--- src/rtl/ide_pkg.sv ---
`default_nettype none
// ---------------------------------------------------------------------------
// ide_pkg: shared IDE PIO states, mode-0 cycle defaults and port indices.
// Rev 1.0
// ---------------------------------------------------------------------------
package ide_pkg;

  typedef enum logic [2:0] {
    IDE_IDLE    = 3'd0,
    IDE_SETUP   = 3'd1,
    IDE_STROBE  = 3'd2,
    IDE_HOLD    = 3'd3,
    IDE_RECOVER = 3'd4
  } ide_state_e;

  localparam int IDE_PIO0_T1   = 2;
  localparam int IDE_PIO0_T2   = 5;
  localparam int IDE_PIO0_T4   = 1;
  localparam int IDE_PIO0_TEOC = 1;

  localparam logic IDE_PORT_CPU = 1'b0;
  localparam logic IDE_PORT_DMA = 1'b1;

  localparam int IDE_CNT_W = 8;

  // Phase counters count down to zero, so an N-cycle phase loads N-1.
  function automatic logic [IDE_CNT_W-1:0] ide_cnt(input int n);
    return IDE_CNT_W'(n - 1);
  endfunction

endpackage
`default_nettype wire

--- src/rtl/ide_rr_arb.sv ---
`default_nettype none
// ---------------------------------------------------------------------------
// ide_rr_arb: two-way round-robin picker; last-granted pointer resets to DMA.
// Rev 1.0
// ---------------------------------------------------------------------------
module ide_rr_arb
  import ide_pkg::*;
(
  input  logic       clk,
  input  logic       rst_n,
  input  logic [1:0] req,
  input  logic       take,
  output logic       any_req,
  output logic       winner
);

  logic last_q, last_d;

  always_comb begin
    any_req = |req;
    if (req == 2'b11) begin
      winner = ~last_q;
    end else if (req[IDE_PORT_CPU]) begin
      winner = IDE_PORT_CPU;
    end else begin
      winner = IDE_PORT_DMA;
    end
    last_d = last_q;
    if (take && any_req) begin
      last_d = winner;
    end
  end

  always_ff @(posedge clk or negedge rst_n) begin
    if (!rst_n) begin
      last_q <= IDE_PORT_DMA;
    end else begin
      last_q <= last_d;
    end
  end

endmodule
`default_nettype wire

--- src/rtl/ide_arbiter.sv ---
`default_nettype none
// ---------------------------------------------------------------------------
// ide_arbiter: shares the IDE PIO bus between two requesters and sequences
// setup/strobe/hold/recovery. Optional IORDY timeout: IDE_WAIT_TIMEOUT_EN. Rev 1.0
// ---------------------------------------------------------------------------
module ide_arbiter
  import ide_pkg::*;
#(
  parameter int PIO_T1       = IDE_PIO0_T1,
  parameter int PIO_T2       = IDE_PIO0_T2,
  parameter int PIO_T4       = IDE_PIO0_T4,
  parameter int PIO_TEOC     = IDE_PIO0_TEOC,
  parameter int WAIT_TIMEOUT = 64
) (
  input  logic       CLK,
  input  logic       RESET,
  input  logic [1:0] REQ,
  input  logic [1:0] RW,
  input  logic [1:0] CSSEL,
  input  logic [2:0] ADDR0,
  input  logic [2:0] ADDR1,
  input  logic       IDEWAIT,
  output logic [1:0] ACK,
  output logic [1:0] GNT,
  output logic       RDLATCH,
  output logic       ERR,
  output logic [1:0] IDECS,
  output logic [2:0] IDEA,
  output logic       IOR,
  output logic       IOW,
  output logic       BUSY
);

  ide_state_e           state_q, state_d;
  logic [IDE_CNT_W-1:0] cnt_q, cnt_d;
  logic                 rw_q, rw_d, cs_q, cs_d;
  logic [2:0]           addr_q, addr_d;
  logic [1:0]           gnt_q, gnt_d, ack_q, ack_d, idecs_q, idecs_d;
  logic                 last_q, last_d, rdl_q, rdl_d;
  logic                 ior_q, ior_d, iow_q, iow_d, busy_q, busy_d;
  logic                 timeout_d;
  logic                 any_req, winner;

`ifdef IDE_WAIT_TIMEOUT_EN
  localparam int EXT_W = $clog2(WAIT_TIMEOUT + 1);
  logic [EXT_W-1:0] ext_q, ext_d;
  logic             err_pend_q, err_pend_d, err_q, err_d;
`endif

  ide_rr_arb u_arb (
    .clk     (CLK),
    .rst_n   (RESET),
    .req     (REQ),
    .take    (state_q == IDE_IDLE),
    .any_req (any_req),
    .winner  (winner)
  );

  always_comb begin
    state_d = state_q;
    cnt_d   = cnt_q;
    rw_d    = rw_q;
    cs_d    = cs_q;
    addr_d  = addr_q;
    gnt_d   = gnt_q;
    ack_d   = 2'b00;
`ifdef IDE_WAIT_TIMEOUT_EN
    ext_d   = ext_q;
    err_d   = 1'b0;
`endif
    case (state_q)
      IDE_IDLE: begin
        if (any_req) begin
          state_d       = IDE_SETUP;
          cnt_d         = ide_cnt(PIO_T1);
          rw_d          = RW[winner];
          cs_d          = CSSEL[winner];
          addr_d        = (winner == IDE_PORT_DMA) ? ADDR1 : ADDR0;
          gnt_d         = 2'b00;
          gnt_d[winner] = 1'b1;
        end
      end
      IDE_SETUP: begin
        if (cnt_q == '0) begin
          state_d = IDE_STROBE;
          cnt_d   = ide_cnt(PIO_T2);
`ifdef IDE_WAIT_TIMEOUT_EN
          ext_d   = '0;
`endif
        end else begin
          cnt_d = cnt_q - 1'b1;
        end
      end
      IDE_STROBE: begin
        // last_q was decided one edge early so RDLATCH can sit on the final strobe cycle.
        if (last_q) begin
          state_d = IDE_HOLD;
          cnt_d   = ide_cnt(PIO_T4);
          ack_d   = gnt_q;
`ifdef IDE_WAIT_TIMEOUT_EN
          err_d   = err_pend_q;
`endif
        end else if (cnt_q != '0) begin
          cnt_d = cnt_q - 1'b1;
        end
`ifdef IDE_WAIT_TIMEOUT_EN
        else begin
          ext_d = ext_q + 1'b1;
        end
`endif
      end
      IDE_HOLD: begin
        if (cnt_q == '0) begin
          state_d = IDE_RECOVER;
          cnt_d   = ide_cnt(PIO_TEOC);
          gnt_d   = 2'b00;
        end else begin
          cnt_d = cnt_q - 1'b1;
        end
      end
      IDE_RECOVER: begin
        if (cnt_q == '0) begin
          state_d = IDE_IDLE;
        end else begin
          cnt_d = cnt_q - 1'b1;
        end
      end
      default: state_d = IDE_IDLE;
    endcase

`ifdef IDE_WAIT_TIMEOUT_EN
    timeout_d  = (ext_d == EXT_W'(WAIT_TIMEOUT));
`else
    timeout_d  = 1'b0;
`endif
    last_d = (state_d == IDE_STROBE) && (cnt_d == '0) && (IDEWAIT || timeout_d);
`ifdef IDE_WAIT_TIMEOUT_EN
    err_pend_d = last_d && !IDEWAIT;
`endif
    rdl_d   = last_d && rw_d;
    ior_d   = !((state_d == IDE_STROBE) && rw_d);
    iow_d   = !((state_d == IDE_STROBE) && !rw_d);
    busy_d  = (state_d != IDE_IDLE);
    idecs_d = 2'b11;
    if (state_d inside {IDE_SETUP, IDE_STROBE, IDE_HOLD}) begin
      idecs_d[cs_d] = 1'b0;
    end
  end

  always_ff @(posedge CLK or negedge RESET) begin
    if (!RESET) begin
      state_q    <= IDE_IDLE;
      cnt_q      <= '0;
      rw_q       <= 1'b0;
      cs_q       <= 1'b0;
      addr_q     <= 3'b000;
      gnt_q      <= 2'b00;
      ack_q      <= 2'b00;
      idecs_q    <= 2'b11;
      last_q     <= 1'b0;
      rdl_q      <= 1'b0;
      ior_q      <= 1'b1;
      iow_q      <= 1'b1;
      busy_q     <= 1'b0;
`ifdef IDE_WAIT_TIMEOUT_EN
      ext_q      <= '0;
      err_pend_q <= 1'b0;
      err_q      <= 1'b0;
`endif
    end else begin
      state_q    <= state_d;
      cnt_q      <= cnt_d;
      rw_q       <= rw_d;
      cs_q       <= cs_d;
      addr_q     <= addr_d;
      gnt_q      <= gnt_d;
      ack_q      <= ack_d;
      idecs_q    <= idecs_d;
      last_q     <= last_d;
      rdl_q      <= rdl_d;
      ior_q      <= ior_d;
      iow_q      <= iow_d;
      busy_q     <= busy_d;
`ifdef IDE_WAIT_TIMEOUT_EN
      ext_q      <= ext_d;
      err_pend_q <= err_pend_d;
      err_q      <= err_d;
`endif
    end
  end

  assign ACK     = ack_q;
  assign GNT     = gnt_q;
  assign RDLATCH = rdl_q;
  assign IDECS   = idecs_q;
  assign IDEA    = addr_q;
  assign IOR     = ior_q;
  assign IOW     = iow_q;
  assign BUSY    = busy_q;
`ifdef IDE_WAIT_TIMEOUT_EN
  assign ERR     = err_q;
`else
  assign ERR     = 1'b0;
`endif

endmodule
`default_nettype wire
--- config.mk ---
export PLATFORM = sky130hd
export DESIGN_NAME = ide_arbiter
export DESIGN_NICKNAME = d
export VERILOG_FILES = /design/src/rtl/ide_pkg.sv /design/src/rtl/ide_rr_arb.sv /design/src/rtl/ide_arbiter.sv
export SDC_FILE = /design/constraint.sdc
export NUM_CORES = 1
export LEC_CHECK = 0
export ABC_CLOCK_PERIOD_IN_PS = 5400
export BUFFER_PORTS_ARGS = -buffer_cell sky130_fd_sc_hd__buf_2
export CORE_AREA = 4 4 58 60
export CTS_BUF_LIST = sky130_fd_sc_hd__clkbuf_2
export CTS_CLUSTER_SIZE = 25
export DETAILED_ROUTE_END_ITERATION = 8
export DIE_AREA = 0 0 62 64
export GPL_TIMING_DRIVEN = 0
export PLACE_DENSITY = 0.78
export SYNTH_ARGS = -nofsm -noshare
export SYNTH_HDL_FRONTEND = slang
export SYNTH_HIERARCHICAL = 1
export SYNTH_SLANG_ARGS = --single-unit
--- constraint.sdc ---
create_clock -name CLK -period 5.4 [get_ports CLK]
set_input_delay 0.54 -clock CLK [delete_from_list [all_inputs] [get_ports CLK]]
set_output_delay 0.54 -clock CLK [all_outputs]
set_load 0.05 [all_outputs]
==> insert_results.sql <==
INSERT INTO impl_metrics (metric_group, metric, value, unit) VALUES
('finish', 'register_area', '706.9', 'um^2'),
('global_route', 'groute.layer.met3.usage', '0.02020', ''),
('floorplan', 'core_region_area', '2928', 'um^2'),
('job', 'cap_violations', '0', ''),
('finish', 'nNetsFinal', '214', ''),
('clocking', 'ctsRootBufferMaster', 'sky130_fd_sc_hd__clkbuf_2', ''),
('pwr', 'p_total', '1.020', 'mW'),
('clocking', 'worst_skew_pair.late_latency', '0.36', 'ns'),
('pwr', 'pwr-share-seq', '0.342', ''),
('logic_synthesis', 'synth-async-reset-ratio', '1.000', ''),
('finish', 'final_cell_area', '1759', 'um^2'),
('clocking', 'worst_setup_hold_path_clk_slew', '0.25', 'ns'),
('sta', 'worst_pin_slew', '0.6045', 'ns'),
('clocking', 'cts_resized', '0', ''),
('sta', 'timing.max_slew.rel_slack', '0.5970', ''),
('global_route', 'antenna_found_initial', '0', ''),
('finish', 'antenna_cells_inserted', '0', ''),
('global_route', 'grt_overflow_total', '0', ''),
('global_route', 'grt_start_max_net_pins', '29', ''),
('clocking', 'postCtsSetupBuffers', '0', ''),
('logic_synthesis', 'postSynthNetCount', '182', ''),
('floorplan', 'floorplan.rows', '20', ''),
('finish', 'multi_input_area', '754.5', 'um^2'),
('placed_design', 'detailedPlacementHpwl', '2.439', 'mm'),
('global_route', 'grt.busiest_layer', 'met2', ''),
('logic_synthesis', 'synthesis.instances', '164', ''),
('detailed_routing', 'detailedRoute.firstIterationViolations', '38', ''),
('finish', 'areaGrowthSynthToFinish', '14.40', '%'),
('sta', 'slew_viol_final', '0', ''),
('clocking', 'cts.htree.levels', '1', ''),
('setup_path', 'timing.critical_path.fanout_max', '5', ''),
('floorplan', 'start_util', '0.5252', ''),
('finish', 'final_cell_count_no_fill', '228', ''),
('placed_design', 'gp_congestion', '0.9590', ''),
('sta', 'rsz0062_at_grt', 'false', ''),
('detailed_routing', 'post_drt_via_cell_ratio', '5.746', ''),
('pwr', 'comb_power_share', '0.536', ''),
('clocking', 'cts.sinks', '28', ''),
('detailed_routing', 'wl', '3.172', 'mm'),
('pwr', 'peak_ir_drop_on_the_vdd_network', '330.0', 'uV'),
('hold_path', 'hold_path_class', 'input pin to async pin', ''),
('placed_design', 'dp.cells', '224', ''),
('status', 'outcome', 'completed', ''),
('logic_synthesis', 'post-synth-top-area-fraction', '0.3743', ''),
('logic_synthesis', 'synth-seq-area-share', '0.4597', ''),
('detailed_routing', 'antenna_violating_nets_post_route', '0', ''),
('floorplan', 'chipHeight', '64', 'um'),
('setup_path', 'critical_path_arrival', '3.29', 'ns'),
('pwr', 'internal-power', '543.8', 'uW'),
('logic_synthesis', 'ys_seq_elements', '28', ''),
('sta', 'period_minus_slack', '2.965', 'ns'),
('global_route', 'gr-usage-met1', '0.2433', ''),
('global_route', 'grt_pass1_wl', '5.609', 'mm'),
('global_route', 'groute.layer.met2.usage', '0.2953', ''),
('clocking', 'hold_buffers', '0', ''),
('detailed_routing', 'route.detailed.drc', '0', ''),
('detailed_routing', 'route.vias.total', '1310', ''),
('sta', 'timing.final.crit_share', '0.5491', ''),
('floorplan', 'floorplan.die_area', '3968', 'um^2'),
('sta', 'setup-tns-final', '0', 'ns'),
('pwr', 'static-leakage-power', '0.8006', 'nW'),
('detailed_routing', 'drt_pass1_iterations', '4', ''),
('logic_synthesis', 'synth.cells.most_frequent', 'sky130_fd_sc_hd__dfrtp_1 (23), sky130_fd_sc_hd__nand2_1 (17), sky130_fd_sc_hd__nor2_1 (11), sky130_fd_sc_hd__o21ai_0 (10), sky130_fd_sc_hd__a21oi_1 (9)', ''),
('setup_path', 'required', '5.73', 'ns'),
('placed_design', 'postPlaceCellArea', '1714', 'um^2'),
('logic_synthesis', 'syn-mean-instance-area', '9.376', 'um^2'),
('logic_synthesis', 'synthMostInstantiatedCell', 'sky130_fd_sc_hd__dfrtp_1', ''),
('finish', 'num-fill-cells', '250', ''),
('sta', 'setup_viol_count_final', '0', ''),
('clocking', 'clock_buffer_count_from_cts', '3', ''),
('placed_design', 'buffer_ports.inserted', '27', '');
==> power groups by stage <==
| stage | clock [mW] | sequential [mW] | combinational (mW) |
|---|---|---|---|
| CTS | 0.130 | 0.347 | 0.545 |
| finish | 0.125 | 0.348 | 0.547 |
| global placement | 0 | 0.348 | 0.526 |
| global route | 0.139 | 0.360 | 0.608 |
| floorplan | 0 | 0.445 | 0.328 |
| detailed placement | 0 | 0.352 | 0.543 |
==> critical path, cell delays in order (launching register included) <==
cell and delay [ns]:
sky130_fd_sc_hd__dfrtp_1 0.49, sky130_fd_sc_hd__inv_1 0.16, sky130_fd_sc_hd__ha_1 0.20, sky130_fd_sc_hd__or4b_4 0.50
sky130_fd_sc_hd__nor2_4 0.16, sky130_fd_sc_hd__inv_2 0.08, sky130_fd_sc_hd__ha_1 0.17, sky130_fd_sc_hd__o21ai_0 0.13
sky130_fd_sc_hd__o311ai_0 0.16, sky130_fd_sc_hd__o32a_1 0.21, sky130_fd_sc_hd__nand2b_1 0.17, sky130_fd_sc_hd__nor4_2 0.27
sky130_fd_sc_hd__and4_1 0.23
==> routing by layer <==
metal / vias to the layer above / routed length, um
li1: 643 / -
met1: 626 / 1385
met2: 34 / 1585
met3: 7 / 152
met4: 0 / 50
met5: - / 0
==> area by class of cell <==
cell class,instances,share of cell area
inverters,8,0.01707
clock inverters,1,0.01707
flip-flops and latches,28,0.4018
plain buffers,9,0.02632
clock buffers,3,0.008535
repair buffers,27,0.07681
multi-input cells,119,0.4289
well taps,33,0.02347
==> through the flow <==
stage                     setup slack, ns  utilization  hold WS [ns]
final                               2.435       0.6009        0.1297
after global routing                2.201       0.6009        0.1214
after CTS                           2.446       0.6009        0.1422
after detailed placement            2.505       0.5855        0.4698
after global placement              2.568       0.5855        0.4587
after floorplan                     2.846            -        0.2444
==> placed cells by master (no fill, tap or decap), types with 3 or more instances in the layout <==
| cell type | n |
|---|---|
| sky130_fd_sc_hd__dfstp_2 | 5 |
| sky130_fd_sc_hd__clkbuf_2 | 3 |
| sky130_fd_sc_hd__a211oi_1 | 3 |
| sky130_fd_sc_hd__clkbuf_1 | 4 |
| sky130_fd_sc_hd__dfrtp_1 | 23 |
| sky130_fd_sc_hd__inv_1 | 6 |
| sky130_fd_sc_hd__nand2_1 | 17 |
| sky130_fd_sc_hd__o21ai_1 | 4 |
| sky130_fd_sc_hd__and2_1 | 3 |
| sky130_fd_sc_hd__or2_1 | 3 |
| sky130_fd_sc_hd__nor3_1 | 5 |
| sky130_fd_sc_hd__and4_1 | 3 |
| sky130_fd_sc_hd__a21o_1 | 3 |
| sky130_fd_sc_hd__nor2_1 | 11 |
| sky130_fd_sc_hd__nand2b_1 | 3 |
| sky130_fd_sc_hd__o21ai_0 | 10 |
| sky130_fd_sc_hd__buf_2 | 28 |
| sky130_fd_sc_hd__ha_1 | 3 |
| sky130_fd_sc_hd__a21oi_1 | 9 |
| sky130_fd_sc_hd__mux2i_1 | 5 |
==> worst paths after layout <==
check	depth (start not counted)	slack [ns]	to	startpoint
min reg2reg	2	0.52	IDEA[2]	IDEA[2]
max reg2reg	12	2.43	RDLATCH	cnt_q[0]
max	12	2.43	RDLATCH	cnt_q[0]
min in group CLK	2	0.31	u_arb/last_q	REQ[0]
min	1	0.13	BUSY	RESET
max in group asynchronous	1	4.88	IOR	RESET
==> flip-flops by register name, indices dropped and copies added (netlist names) <==
signal and cells:
rw_q 1, ACK 2, last_q 1, GNT 2
BUSY 1, IOR 1, cs_q 1, state_q 3
cnt_q 8, IDEA 3, IDECS 2, IOW 1
u_arb/last_q 1, RDLATCH 1
==> kinds of logic after synthesis <==
kind of cell / synth area share
other: 0.002439
AND/OR/NAND/NOR: 0.2311
XOR/XNOR: 0.01709
flip-flops: 0.4597
multiplexers: 0.03255
AO/OA/AOI/OAI: 0.1831
adder cells (fa/ha/maj): 0.02441
buffers and inverters: 0.04963
Note: power is estimated with default switching activity, not from simulation.
